### src/rtl/control_sequencer.sv
// Hardwired control unit: steps each instruction through fetch (T0-T2) and execute (T3-T5),
// driving datapath enables, bus source, memory read and ALU operation from the decoded IR.
module control_sequencer #(
    parameter int unsigned SEL_W = 5,
    parameter int unsigned EN_W  = 32
) (
    input  logic             clk,
    input  logic             clr,
    input  logic             run,
    input  logic [31:0]      ir,
    output logic [EN_W-1:0]  enable,
    output logic [SEL_W-1:0] bus_sel,
    output logic             bus_sel_vld,
    output logic             mr_read,
    output logic             pc_inc,
    output logic [3:0]       alu_op,
    output logic             done,
    output logic             illegal,
    output logic [2:0]       state
);

    typedef enum logic [2:0] {
        StIdle = 3'd0,
        StT0   = 3'd1,
        StT1   = 3'd2,
        StT2   = 3'd3,
        StT3   = 3'd4,
        StT4   = 3'd5,
        StT5   = 3'd6,
        StHalt = 3'd7
    } state_t;

    localparam logic [4:0] IdxY   = 5'd19;
    localparam logic [4:0] IdxPc  = 5'd20;
    localparam logic [4:0] IdxMdr = 5'd21;
    localparam logic [4:0] IdxZlo = 5'd22;
    localparam logic [4:0] IdxIr  = 5'd23;
    localparam logic [4:0] IdxZ   = 5'd24;
    localparam logic [4:0] IdxMar = 5'd25;

    state_t state_q, state_d;
    logic   illegal_q;

    logic [4:0] op;
    logic [3:0] ra, rb, rc;
    logic       is_3reg, is_unary;
    logic [3:0] unary_alu;

    assign op        = ir[31:27];
    assign ra        = ir[26:23];
    assign rb        = ir[22:19];
    assign rc        = ir[18:15];
    assign is_3reg   = (op >= 5'd3) && (op <= 5'd10);
    assign is_unary  = (op == 5'd17) || (op == 5'd18);
    assign unary_alu = (op == 5'd17) ? 4'd11 : 4'd12;

    function automatic logic [EN_W-1:0] en_bit(input logic [4:0] idx);
        logic [EN_W-1:0] v;
        v      = '0;
        v[idx] = 1'b1;
        return v;
    endfunction

    always_ff @(posedge clk or negedge clr) begin
        if (!clr) begin
            state_q   <= StIdle;
            illegal_q <= 1'b0;
        end else begin
            state_q <= state_d;
            if (state_q == StT3 && !is_3reg && !is_unary) begin
                illegal_q <= 1'b1;
            end
        end
    end

    always_comb begin
        state_d     = state_q;
        enable      = '0;
        bus_sel     = '0;
        bus_sel_vld = 1'b0;
        mr_read     = 1'b0;
        pc_inc      = 1'b0;
        alu_op      = 4'd0;
        done        = 1'b0;
        unique case (state_q)
            StIdle: begin
                if (run) state_d = StT0;
            end
            StT0: begin
                bus_sel     = SEL_W'(IdxPc);
                bus_sel_vld = 1'b1;
                enable      = en_bit(IdxMar);
                pc_inc      = 1'b1;
                state_d     = StT1;
            end
            StT1: begin
                mr_read = 1'b1;
                enable  = en_bit(IdxMdr);
                state_d = StT2;
            end
            StT2: begin
                bus_sel     = SEL_W'(IdxMdr);
                bus_sel_vld = 1'b1;
                enable      = en_bit(IdxIr);
                state_d     = StT3;
            end
            StT3: begin
                bus_sel_vld = 1'b1;
                if (is_3reg) begin
                    bus_sel = SEL_W'(rb);
                    enable  = en_bit(IdxY);
                    state_d = StT4;
                end else if (is_unary) begin
                    bus_sel = SEL_W'(rb);
                    alu_op  = unary_alu;
                    enable  = en_bit(IdxZ);
                    state_d = StT5;
                end else begin
                    state_d = StHalt;
                end
            end
            StT4: begin
                bus_sel     = SEL_W'(rc);
                bus_sel_vld = 1'b1;
                alu_op      = op[3:0];
                enable      = en_bit(IdxZ);
                state_d     = StT5;
            end
            StT5: begin
                bus_sel     = SEL_W'(IdxZlo);
                bus_sel_vld = 1'b1;
                enable      = en_bit({1'b0, ra});
                done        = 1'b1;
                state_d     = run ? StT0 : StIdle;
            end
            StHalt: begin
                state_d = StHalt;
            end
            default: begin
                state_d = StIdle;
            end
        endcase
    end

    assign illegal = illegal_q;
    assign state   = state_q;

endmodule

### config.mk
export PLATFORM = sky130hd
export DESIGN_NAME = control_sequencer
export DESIGN_NICKNAME = d
export VERILOG_FILES = /design/src/rtl/control_sequencer.sv
export SDC_FILE = /design/constraint.sdc
export NUM_CORES = 1
export LEC_CHECK = 0
export BUFFER_PORTS_ARGS = -buffer_cell sky130_fd_sc_hd__buf_2
export CAP_MARGIN = 40
export CORE_UTILIZATION = 32
export DETAILED_ROUTE_END_ITERATION = 12
export PLACE_DENSITY = 0.8
export SLEW_MARGIN = 15
export SYNTH_ARGS = -nofsm -noshare
export SYNTH_HDL_FRONTEND = slang
export SYNTH_SLANG_ARGS = --single-unit
### constraint.sdc
create_clock -name clk -period 2.2 [get_ports clk]
set_input_delay 0.55 -clock clk [delete_from_list [all_inputs] [get_ports clk]]
set_output_delay 0.55 -clock clk [all_outputs]
set_load 0.05 [all_outputs]
Word-level counts from Yosys, hierarchy flattened
Index checks and enable logic that the tools add are counted.
{"block": "op_classes", "reduce_logical": 9, "magnitude_cmp": 4, "n_eq_ne": 10, "mux": 21}
{"op": "$pmux W26 S6", "n": 1}
{"op": "$mux W25", "n": 2}
{"op": "$pmux W5 S5", "n": 1}
{"op": "$pmux W3 S8", "n": 1}
{"op": "$mux W4", "n": 4}
{"op": "$eq A3 B3 Y1 const B", "n": 4}
{"op": "$eq A5 B5 Y1 const B", "n": 2}
{"op": "$pmux W4 S2", "n": 1}
{"op": "$mux W1", "n": 7}
{"op": "$eq A3 B2 Y1 const B", "n": 2}
{"op": "$lt A4 B6 Y1 const B", "n": 1}
{"op": "$mux W3", "n": 2}
{"op": "$ge A5 B2 Y1 const B", "n": 1}
{"op": "$le A5 B4 Y1 const B", "n": 1}
{"op": "$reduce_or A5 Y1", "n": 1}
{"op": "$demux W1 S4", "n": 1}
{"op": "$ge A4 B1 Y1 const B", "n": 1}
{"op": "$logic_and A1 B1 Y1", "n": 4}
{"op": "$eq A3 B1 Y1 const B", "n": 1}
{"op": "$logic_not A3 Y1", "n": 1}
{"op": "$logic_not A1 Y1", "n": 2}
{"op": "$mux W2", "n": 1}
{"op": "$ne A2 B2 Y1 const B", "n": 1}
{"op": "$logic_or A1 B1 Y1", "n": 1}
{"block": "totals", "inputBits": 35, "regBits": 4, "elab_cells": 46}

Longest topological paths before layout
Gate-level depths: netlist (run 1).
{"block": "logic_depth", "word_depth": 5, "depth_mapped": 5}

Least setup slack after synthesis (run 1)
Ideal clock, no wire load.
{"block": "synth_timing", "path_kind": "flip-flop to output port", "startpoint": "reg with a tool-made name", "endpoint": "out enable[1]", "stages_incl_launch_ff": 5, "t_arrival_ps": 2635, "setup_slack_ps": -985, "t_required_ps": 1650, "cell_sequence": "dfrtp_1 -> nand3b_1 -> inv_1 -> nand3b_1 -> nor3_1"}
{"item": "to (decl)", "line": "11", "rtl": "output logic [EN_W-1:0] enable,"}

Worst setup path after layout (run 1)
{"block": "layout_timing", "startpoint": "in ir[29]", "endpoint": "out alu_op[2]"}
{"block": "layout_between", "elab_chain_cells": 5, "elab_cells_between_ends": 10, "cone_classes": "order compare (2); eq/ne (2); mux (4); reduce/logical (2)"}
{"item": "from (decl)", "line": "10", "rtl": "input logic [31:0] ir,"}
{"item": "parallel branches: the longest is 4 deep, another holds $ge A5 B2 Y1"}
{"item": "$pmux W4 S2 (*)", "line": "85", "rtl": "unique case (state_q)"}
{"item": "to (decl)", "line": "16", "rtl": "output logic [3:0] alu_op,"}
Every way passes the cells marked *.

==> results.tsv, run 1 <==
stage	metric	value	unit
outcome	status	complete, but fails checks	
outcome	failed_checks	negative setup slack	
yosys	syn_inst	110	
power	clkPwrFrac	5.3	%
floorplanning	die-area	0.00226	mm2
drt	viasPerCell	5.23	
timing	period_needed	2420	ps
setup_path	ff2ff_path_depth	5	
global_routing	overflow	0	
finish	final_common_cell	buf_2	
setup_path	reg2reg_to	state[1]	
power	power_switching_share	63.7	%
setup_path	path_cells	buf_6 > or3b_4 > or4b_4 > a21oi_4 > buf_6	
floorplanning	initial_core_util	33.8	%
worst_hold_path	hold_class	in2async	
timing	finalSetupTns	-1170	ps
cts	numCtsBuffers	3	
drt	drt_iter0_drc	27	
cts	cts_tree	done	
power	power_density	1230	mW/mm2
cts	root_buffer	clkbuf_4	
timing	slew_violations	0	
setup_path	reg2reg_from	state[0]	
global_routing	grt_pass1_vias	1007	
finish	area_growth	155	%
setup_path	crit_top_cell	buf_6	
yosys	syn-cell-area	663	um2
job	timing.max_cap.violations	0	
setup_path	critPathLaunch	ir[29]	
cts	cts.clk_slew.worst_paths	40	ps
setup_path	path_depth	5	
global_routing	gr-usage-all-layers	29.0	%
global_routing	grt_start_max_net_pins	16	
floorplanning	die_w	47.5	um
power	p_sw	1.32	mW
drt	num_vias	1129	
drt	drc	0	
global_routing	met1_usage	30.3	%
place	port_buffers	57	
setup_path	critPathTopFamily	simple AND/OR/NAND/NOR gates	
power	power.share.sequential	6.8	%
drt	drt.antenna.violating_nets	0	
power	vdd_ir_drop_max	0.00126	V
finish	antenna_cells	0	
finish	nets	225	
cts	cts.sinks	4	
global_routing	grt_use_met3	4.53	%
finish	stdcell_count	216	
finish	mostFrequentLayoutCells	buf_2, buf_6, buf_4	
timing	setup_slack	-216	ps
cts	ctsLongestPathBuffers	2	
cts	insertion_delay	260	ps
yosys	synth-seq-cells	4	
place	post-dp-hpwl	1.97	mm
floorplanning	die_y	47.5	um
finish	drive_gt1_share	72.0	%
setup_path	endpoint_kind	output port	
global_routing	antenna_found_initial	0	
setup_path	cp_slowest_stage_delay	520	ps
timing	finalSetupViolations	13	
cts	cts_htree_levels	1	
setup_path	crit_type	in2out	
drt	dr.pass1.iters	4	
yosys	synthDominantCellAreaShare	15.8	%
yosys	yosysUniqueCellTypes	29	
setup_path	crit_buf_inv	2	
yosys	yosysTopAreaCell	nor2_1	
timing	skew	6.80	ps
global_routing	grt_use_met2	55.6	%
yosys	avgSynthCellArea	6.03	um2
setup_path	reg2reg_setup_slack	830	ps
timing	fmax	414	MHz
timing	finalHoldViolCount	0	
place	place_inst	204	
setup_path	critPathArrivalTime	1870	ps
timing	fin_crit_sh	110	%
place	placed_cell_area	0.00126	mm2
power	combPwrFrac	87.9	%
floorplanning	ioPinCount	84	
floorplanning	core	0.00196	mm2
setup_path	worst_path_max_delay_cell	or4b_4	
power	cellLeakagePower	0.751	nW
finish	fin_area	0.00169	mm2
yosys	ys_warn_count	0	
yosys	yosysSeqAreaShare	15.1	%
drt	wl_per_cell	15.7	um
global_routing	grt_pass1_wl	4.47	mm
yosys	netlist_top_cells_area	nor2_1, dfrtp_1, buf_4	
setup_path	startpoint_type	input pin	
place	routabilityCongestion	0.718	
floorplanning	num_rows	16	
setup_path	required	1650	ps
global_routing	busiest_layer	met2	
setup_path	cp-endpoint	alu_op[2]	
power	internal-power	0.754	mW
drt	drt_wl_total	3.39	mm
setup_path	cp_max_fo	2	
timing	rsz0062_at_grt	yes	
## final cells by class
type	instances	area [um2]
timing repair buffer	81	693
sequential	4	104
multi-input combinational	97	818
inverter	3	15.0
tap	27	33.8
fill	97	272
clock buffer	4	26.3
## power by group through the flow
stage               sequential, mW  clock (mW)  combinational (mW)
global placement             0.137           0                1.50
floorplan                    0.242           0                1.09
CTS                          0.135       0.112                1.72
detailed placement           0.138           0                1.52
global route                 0.145       0.113                1.91
finish                       0.141       0.111                1.82
## synthesized netlist by cell type (all sizes together)
master / number
o41ai: 1
o21a: 1
nand2b: 4
o21ai: 4
a31oi: 2
a211oi: 1
o22ai: 1
nor3: 5
or3b: 2
conb: 1
a21oi: 6
nand2: 15
nand3b: 3
buf: 12
o2111ai: 1
a32o: 1
or4b: 1
nand3: 1
clkbuf: 4
nor2: 28
xnor2: 1
inv: 3
a21o: 1
nor2b: 2
dfrtp: 4
nor3b: 4
or3: 1
## routing by layer
layer	vias up	wire length, um
met4	0	61
met1	537	1170
met3	9	214
met5	-	0
met2	68	1950
li1	515	-
## metrics by stage
| step | power (mW) | util (%) | setup slack (ps) | hold slack, ps |
|---|---|---|---|---|
| 3_3_place_gp | 1.64 | 64.2 | -303 | 357 |
| 5_1_grt | 2.17 | 86.2 | -243 | 108 |
| 3_5_place_dp | 1.66 | 64.2 | -323 | 365 |
| 2_1_floorplan | 1.33 | - | -321 | 254 |
| 4_1_cts | 1.97 | 79.8 | -190 | 99.1 |
| 6_report | 2.08 | 86.2 | -216 | 97.0 |
## what timing repair did
action	CTS	global route
hold buffers	0	0
buffers inserted	7	1
gates resized for setup	66	34
hold endpoints to repair	0	0
pin swaps	16	10
endpoints found under the setup margin	23	26
## logic make-up (layout without fill, tap and decap cells)
logic type | Yosys count | in the layout | synth area share, %
AND/OR/NAND/NOR | 66 | 66 | 47.9
AO/OA/AOI/OAI | 19 | 19 | 18.1
buffers and inverters | 19 | 88 | 17.0
flip-flops | 4 | 4 | 15.1
other | 1 | 11 | 0.565
XOR/XNOR | 1 | 1 | 1.32
## how the worst min path moves through the flow
stage | to | slack [ps] | startpoint | depth (start not counted)
4_1_cts | asynchronous set/reset pin | 100 | clr | 1
5_1_grt | asynchronous set/reset pin | 110 | clr | 1
3_3_place_gp | illegal | 360 | clr | 1
2_1_floorplan | asynchronous set/reset pin | 250 | clr | 0
3_5_place_dp | illegal | 370 | clr | 1
6_report | state[1] | 100 | clr | 1
Power figures use the tool's default switching activity.
==> run 2, diff against run 1 <==
--- a/config.mk
+++ b/config.mk
@@ -7,9 +7,12 @@
 export LEC_CHECK = 0
 export BUFFER_PORTS_ARGS = -buffer_cell sky130_fd_sc_hd__buf_2
 export CAP_MARGIN = 40
+export CORE_MARGIN = 5
 export CORE_UTILIZATION = 32
+export CTS_CLUSTER_SIZE = 12
 export DETAILED_ROUTE_END_ITERATION = 12
 export PLACE_DENSITY = 0.8
+export REMOVE_ABC_BUFFERS = 1
 export SLEW_MARGIN = 15
 export SYNTH_ARGS = -nofsm -noshare
 export SYNTH_HDL_FRONTEND = slang
==> run 2 against run 1 <==
Against the previous run: the run still ends with negative setup slack left; worst setup slack lost 21 ps; critical path type unchanged; largest cell class unchanged; critical path depth grew 3; clock skew shrank 6.4 ps; final cell count shrank 3.2%; hold slack gained 3.5 ps; final area shrank 21%; register-to-register slack gained 170 ps; combinational power shrank 15%.
==> results.tsv, run 2 (synthesized netlist as in run 1, its figures left out) <==
stage	metric	value	unit	change
outcome	status	complete, but fails checks		unchanged
outcome	failed_checks	negative setup slack		unchanged
floorplanning	initial_core_util	33.8	%	unchanged
cts	ctsLongestPathBuffers	2		unchanged
cts	cts_htree_levels	1		unchanged
place	post-dp-hpwl	2.04	mm	was 1.97 mm
setup_path	endpoint_kind	output port		unchanged
cts	cts_tree	done		unchanged
floorplanning	die_y	55.5	um	was 47.5 um
power	power.share.sequential	7.6	%	was 6.8%
job	timing.max_cap.violations	0		unchanged
setup_path	reg2reg_from	state[1]		was state[0]
setup_path	startpoint_type	input pin		unchanged
timing	finalSetupViolations	11		was 13
finish	stdcell_count	209		was 216
finish	utilization	67.7	%	was 86.2%
setup_path	crit_type	in2out		unchanged
floorplanning	ioPinCount	84		unchanged
setup_path	required	1650	ps	about the same
drt	num_vias	1024		was 1129
global_routing	gr-usage-all-layers	16.9	%	was 29.0%
power	power_density	1350	mW/mm2	was 1230 mW/mm2
drt	wl_per_cell	14.6	um	was 15.7 um
floorplanning	core	0.00196	mm2	unchanged
drt	dr.pass1.iters	4		unchanged
power	power_switching_share	65.3	%	was 63.7%
setup_path	ff2ff_path_depth	3		was 5
finish	antenna_cells	0		unchanged
timing	fin_crit_sh	111	%	was 110%
timing	skew	0.368	ps	was 6.80 ps
cts	cts.sinks	4		unchanged
cts	numCtsBuffers	3		unchanged
setup_path	reg2reg_to	illegal		was state[1]
timing	rsz0062_at_grt	yes		unchanged
drt	met1Wirelength	1.11	mm	was 1.17 mm
place	place_inst	199		was 204
power	combPwrFrac	86.9	%	was 87.9%
place	port_buffers	57		unchanged
global_routing	grt_start_max_net_pins	16		unchanged
setup_path	cp_max_fo	3		was 2
finish	n_fill_cell	154		was 97
cts	insertion_delay	250	ps	was 260 ps
floorplanning	die-area	0.00308	mm2	was 0.00226 mm2
setup_path	critPathArrivalTime	1890	ps	was 1870 ps
floorplanning	num_rows	16		unchanged
finish	drive_gt1_share	57.1	%	was 72.0%
cts	cts.clk_slew.worst_paths	40	ps	about the same
timing	period_needed	2440	ps	was 2420 ps
finish	nets	219		was 225
timing	fmax	410	MHz	was 414 MHz
setup_path	reg2reg_setup_slack	1000	ps	was 830 ps
finish	mostFrequentLayoutCells	buf_2, nor2_1, buf_6		was buf_2, buf_6, buf_4
global_routing	grt_pass1_wl	4.24	mm	was 4.47 mm
floorplanning	die_w	55.5	um	was 47.5 um
drt	drt_iter0_drc	33		was 27
global_routing	grt_pass1_vias	948		was 1007
timing	setup_slack	-237	ps	was -216 ps
finish	area_growth	100	%	was 155%
cts	ctsHoldBuffers	0		unchanged
timing	slew_violations	0		unchanged
drt	highest_layer	met4		unchanged
worst_hold_path	hold_class	in2async		unchanged
drt	wl_met3	214	um	unchanged
global_routing	overflow	0		unchanged
power	clkPwrFrac	5.5	%	was 5.3%
timing	finalHoldViolCount	0		unchanged
drt	drc	0		unchanged
finish	final_common_cell	buf_2		unchanged
power	vdd_ir_drop_max	0.000947	V	was 0.00126 V
power	cellLeakagePower	0.658	nW	was 0.751 nW
power	p_sw	1.17	mW	was 1.32 mW
power	internal-power	0.621	mW	was 0.754 mW
global_routing	antenna_found_initial	0		unchanged
cts	root_buffer	clkbuf_4		unchanged
drt	drt.antenna.violating_nets	0		unchanged
place	routabilityCongestion	0.903		was 0.718
drt	wl_met2	1.65	mm	was 1.95 mm
drt	drt_wl_total	3.05	mm	was 3.39 mm
setup_path	critPathLaunch	ir[30]		was ir[29]
drt	viasPerCell	4.90		was 5.23
[run 2: changes by cell type in the layout (fill, tap and decap cells not counted), sizes merged]
cell,delta
buf,-10
clkbuf,+3
clkinvlp,-1
inv,+1
[run 2: timing repair]
item	CTS	global route
gates cloned	0	0
buffers inserted	4	3
gates resized for setup	36	43
pin swaps	11	9
endpoints found under the setup margin	17	23
[run 2: metrics by stage]
stage	instance area [um2]	hold slack (ps)	setup WS (ps)	total power, mW	TNS, ps
2_1_floorplan	599	254	-1150	1.12	-17880
3_3_place_gp	1000	354	-311	1.45	-1120
5_1_grt	1330	102	-269	1.87	-2020
6_report	1330	101	-237	1.79	-1440
4_1_cts	1170	95.8	-229	1.68	-1060
3_5_place_dp	1000	356	-328	1.47	-1440
[run 2: worst max-delay path, cell delays in order]
cell and delay, ps:
buf_6 90, or3b_4 410, buf_4 150, buf_6 120, nor3_2 170, a21oi_1 70, nor2_1 150, buf_6 180
[run 2: worst max path at each step]
stage,endpoint,cells after the start
2_1_floorplan,enable[1],4
6_report,alu_op[3],8
5_1_grt,alu_op[3],8
4_1_cts,alu_op[2],5
3_5_place_dp,alu_op[2],5
3_3_place_gp,alu_op[2],5
[run 2: power by group through the flow]
| stage | Sequential, mW | Clock, mW | Combinational (mW) |
|---|---|---|---|
| final | 0.137 | 0.0983 | 1.55 |
| after global placement | 0.136 | 0 | 1.31 |
| after detailed placement | 0.136 | 0 | 1.33 |
| after CTS | 0.134 | 0.100 | 1.45 |
| after floorplan | 0.293 | 0 | 0.830 |
| after global routing | 0.142 | 0.103 | 1.63 |
[run 2: metal layers]
metal	up-vias	track usage (%)
li1	491	-
met1	468	15.5
met2	56	32.9
met3	9	5.83
met4	0	6.94
met5	-	0
[run 2: cell type report]
class	instances	area (um2)	share of cell area (%)
inverters	3	11.3	0.847
well taps	27	33.8	2.54
clock buffers	3	22.5	1.69
flip-flops and latches	4	100	7.53
multi-input cells	97	602	45.3
repair buffers	75	559	42.1
==> run 3, diff against run 2 <==
--- a/config.mk
+++ b/config.mk
@@ -11,6 +11,7 @@
 export CORE_UTILIZATION = 32
 export CTS_CLUSTER_SIZE = 12
 export DETAILED_ROUTE_END_ITERATION = 12
+export MAX_ROUTING_LAYER = met4
 export PLACE_DENSITY = 0.8
 export REMOVE_ABC_BUFFERS = 1
 export SLEW_MARGIN = 15
==> run 3 against run 2 <==
Against the previous run: the flow still finishes with violations (negative setup slack); via count down 0.39%; global-route usage up 0.47 points; register-to-register slack about the same; hold slack worse by 3.4 ps; clock power up 1%; clock-buffer cell count unchanged; worst setup slack worse by 6.6 ps; die area unchanged; critical endpoint unchanged; largest cell class unchanged; largest power group unchanged; highest routed layer unchanged.
==> results.tsv, run 3 (synthesized netlist as in run 1, its figures left out) <==
stage	metric	value	unit	change
cts	insertion_delay	250	ps	about the same
timing	skew	0.689	ps	was 0.368 ps
timing	fin_crit_sh	111	%	about the same
floorplanning	die-area	0.00308	mm2	unchanged
power	cellLeakagePower	0.658	nW	unchanged
timing	slew_violations	0		unchanged
drt	drt_iter0_drc	34		was 33
drt	drt_wl_total	3.09	mm	was 3.05 mm
drt	num_vias	1020		was 1024
floorplanning	die_y	55.5	um	unchanged
setup_path	critPathLaunch	ir[30]		unchanged
cts	cts.clk_slew.worst_paths	40	ps	about the same
timing	fmax	409	MHz	was 410 MHz
global_routing	overflow	0		unchanged
place	routabilityCongestion	0.918		was 0.903
setup_path	startpoint_type	input pin		unchanged
finish	antenna_cells	0		unchanged
global_routing	grt_pass1_vias	941		was 948
setup_path	crit_top_cell	buf_6		unchanged
setup_path	worst_path_max_delay_cell	or3b_4		unchanged
timing	rsz0062_at_grt	yes		unchanged
job	timing.max_cap.violations	0		unchanged
finish	stdcell_count	209		unchanged
outcome	status	complete, but fails checks		unchanged
setup_path	endpoint_kind	output port		unchanged
floorplanning	initial_core_util	33.8	%	unchanged
finish	area_growth	100	%	unchanged
drt	dr.pass1.iters	5		was 4
global_routing	antenna_found_initial	0		unchanged
place	port_buffers	57		unchanged
setup_path	cp_max_fo	3		unchanged
timing	period_needed	2440	ps	about the same
drt	viasPerCell	4.88		was 4.90
setup_path	path_cells	buf_6 > or3b_4 > buf_4 > buf_6 > nor3_2 > a21oi_1 > nor2_1 > buf_6		unchanged
setup_path	cp_slowest_stage_delay	410	ps	about the same
finish	nets	219		unchanged
power	p_total	1.79	mW	about the same
global_routing	gr-usage-all-layers	17.3	%	was 16.9%
place	place_inst	199		unchanged
timing	finalSetupTns	-1430	ps	was -1440 ps
cts	cts.sinks	4		unchanged
global_routing	grt_pass1_wl	4.24	mm	unchanged
place	post-dp-hpwl	2.04	mm	unchanged
floorplanning	die_w	55.5	um	unchanged
floorplanning	core	0.00196	mm2	unchanged
setup_path	reg2reg_from	state[1]		unchanged
power	power_density	1350	mW/mm2	about the same
finish	final_common_cell	buf_2		unchanged
worst_hold_path	hold_class	in2async		unchanged
timing	finalSetupViolations	11		unchanged
cts	ctsLongestPathBuffers	2		unchanged
finish	drive_gt1_share	57.1	%	unchanged
cts	root_buffer	clkbuf_4		unchanged
setup_path	critPathArrivalTime	1890	ps	about the same
power	vdd_ir_drop_max	0.000949	V	was 0.000947 V
setup_path	critPathTopFamily	simple AND/OR/NAND/NOR gates		unchanged
cts	numCtsBuffers	3		unchanged
drt	drt.antenna.violating_nets	0		unchanged
drt	wl_per_cell	14.8	um	was 14.6 um
floorplanning	num_rows	16		unchanged
finish	mostFrequentLayoutCells	buf_2, nor2_1, buf_6		unchanged
cts	cts_htree_levels	1		unchanged
setup_path	crit_buf_inv	4		unchanged
floorplanning	ioPinCount	84		unchanged
drt	drc	0		unchanged
outcome	failed_checks	negative setup slack		unchanged
setup_path	required	1650	ps	about the same
global_routing	grt_start_max_net_pins	16		unchanged
timing	finalHoldViolCount	0		unchanged
cts	cts_tree	done		unchanged
setup_path	crit_type	in2out		unchanged
timing	setup_slack	-243	ps	was -237 ps
run 3: cell counts in the layout (fill, tap and decap cells not counted):
No cell type changed its count.
run 3: where the power goes:
group	switching [mW]	internal, mW
combinational	1.10	0.455
sequential	0.0326	0.104
clock	0.0378	0.0615
run 3: path summary, 6_finish.rpt:
path | to | slack, ps | depth (start not counted)
worst max-delay path | alu_op[3] | -240 | 8
worst min-delay path | illegal | 100 | 1
worst max register to register | illegal | 1010 | 3
worst min register to register | illegal | 470 | 2
max in group asynchronous | state[1] | 1990 | 1
min in group clk | illegal | 470 | 2
run 3: what timing repair did:
item | in CTS | in global routing
gates resized for setup | 36 | 43
endpoints found under the setup margin | 17 | 23
buffers inserted | 4 | 3
hold buffers | 0 | 0
pin swaps | 11 | 9
run 3: through the flow:
| step | utilization, % | hold slack, ps | area, um2 | setup WS [ps] |
|---|---|---|---|---|
| global route | 67.7 | 102 | 1330 | -269 |
| global placement | 51.0 | 354 | 1000 | -311 |
| detailed placement | 51.0 | 356 | 1000 | -328 |
| finish | 67.7 | 97.1 | 1330 | -243 |
| floorplan | - | 254 | 599 | -1150 |
| CTS | 59.8 | 95.8 | 1170 | -229 |
run 3: layout make-up:
type / count / area [um2]
Clock buffer: 3 / 22.5
Inverter: 3 / 11.3
Multi-Input combinational cell: 97 / 602
Fill cell: 154 / 633
Sequential cell: 4 / 100
Tap cell: 27 / 33.8
Timing Repair Buffer: 75 / 559
run 3: worst register-to-register path: cells and delay by family (launching register included):
kind / cells / cell delay [ps]
AOI/OAI and AO/OA: 1 / 330
DFF: 1 / 400
and+or+nand+nor: 1 / 170
buffers and inverters: 1 / 190
run 3: per-layer routing:
metal / GRT usage, % / vias to the layer above / share of wire, %
li1: - / 492 / -
met1: 15.9 / 468 / 37
met2: 32.8 / 54 / 55
met3: 5.36 / 6 / 7.0
met4: 6.94 / 0 / 1.6
met5: - / - / 0
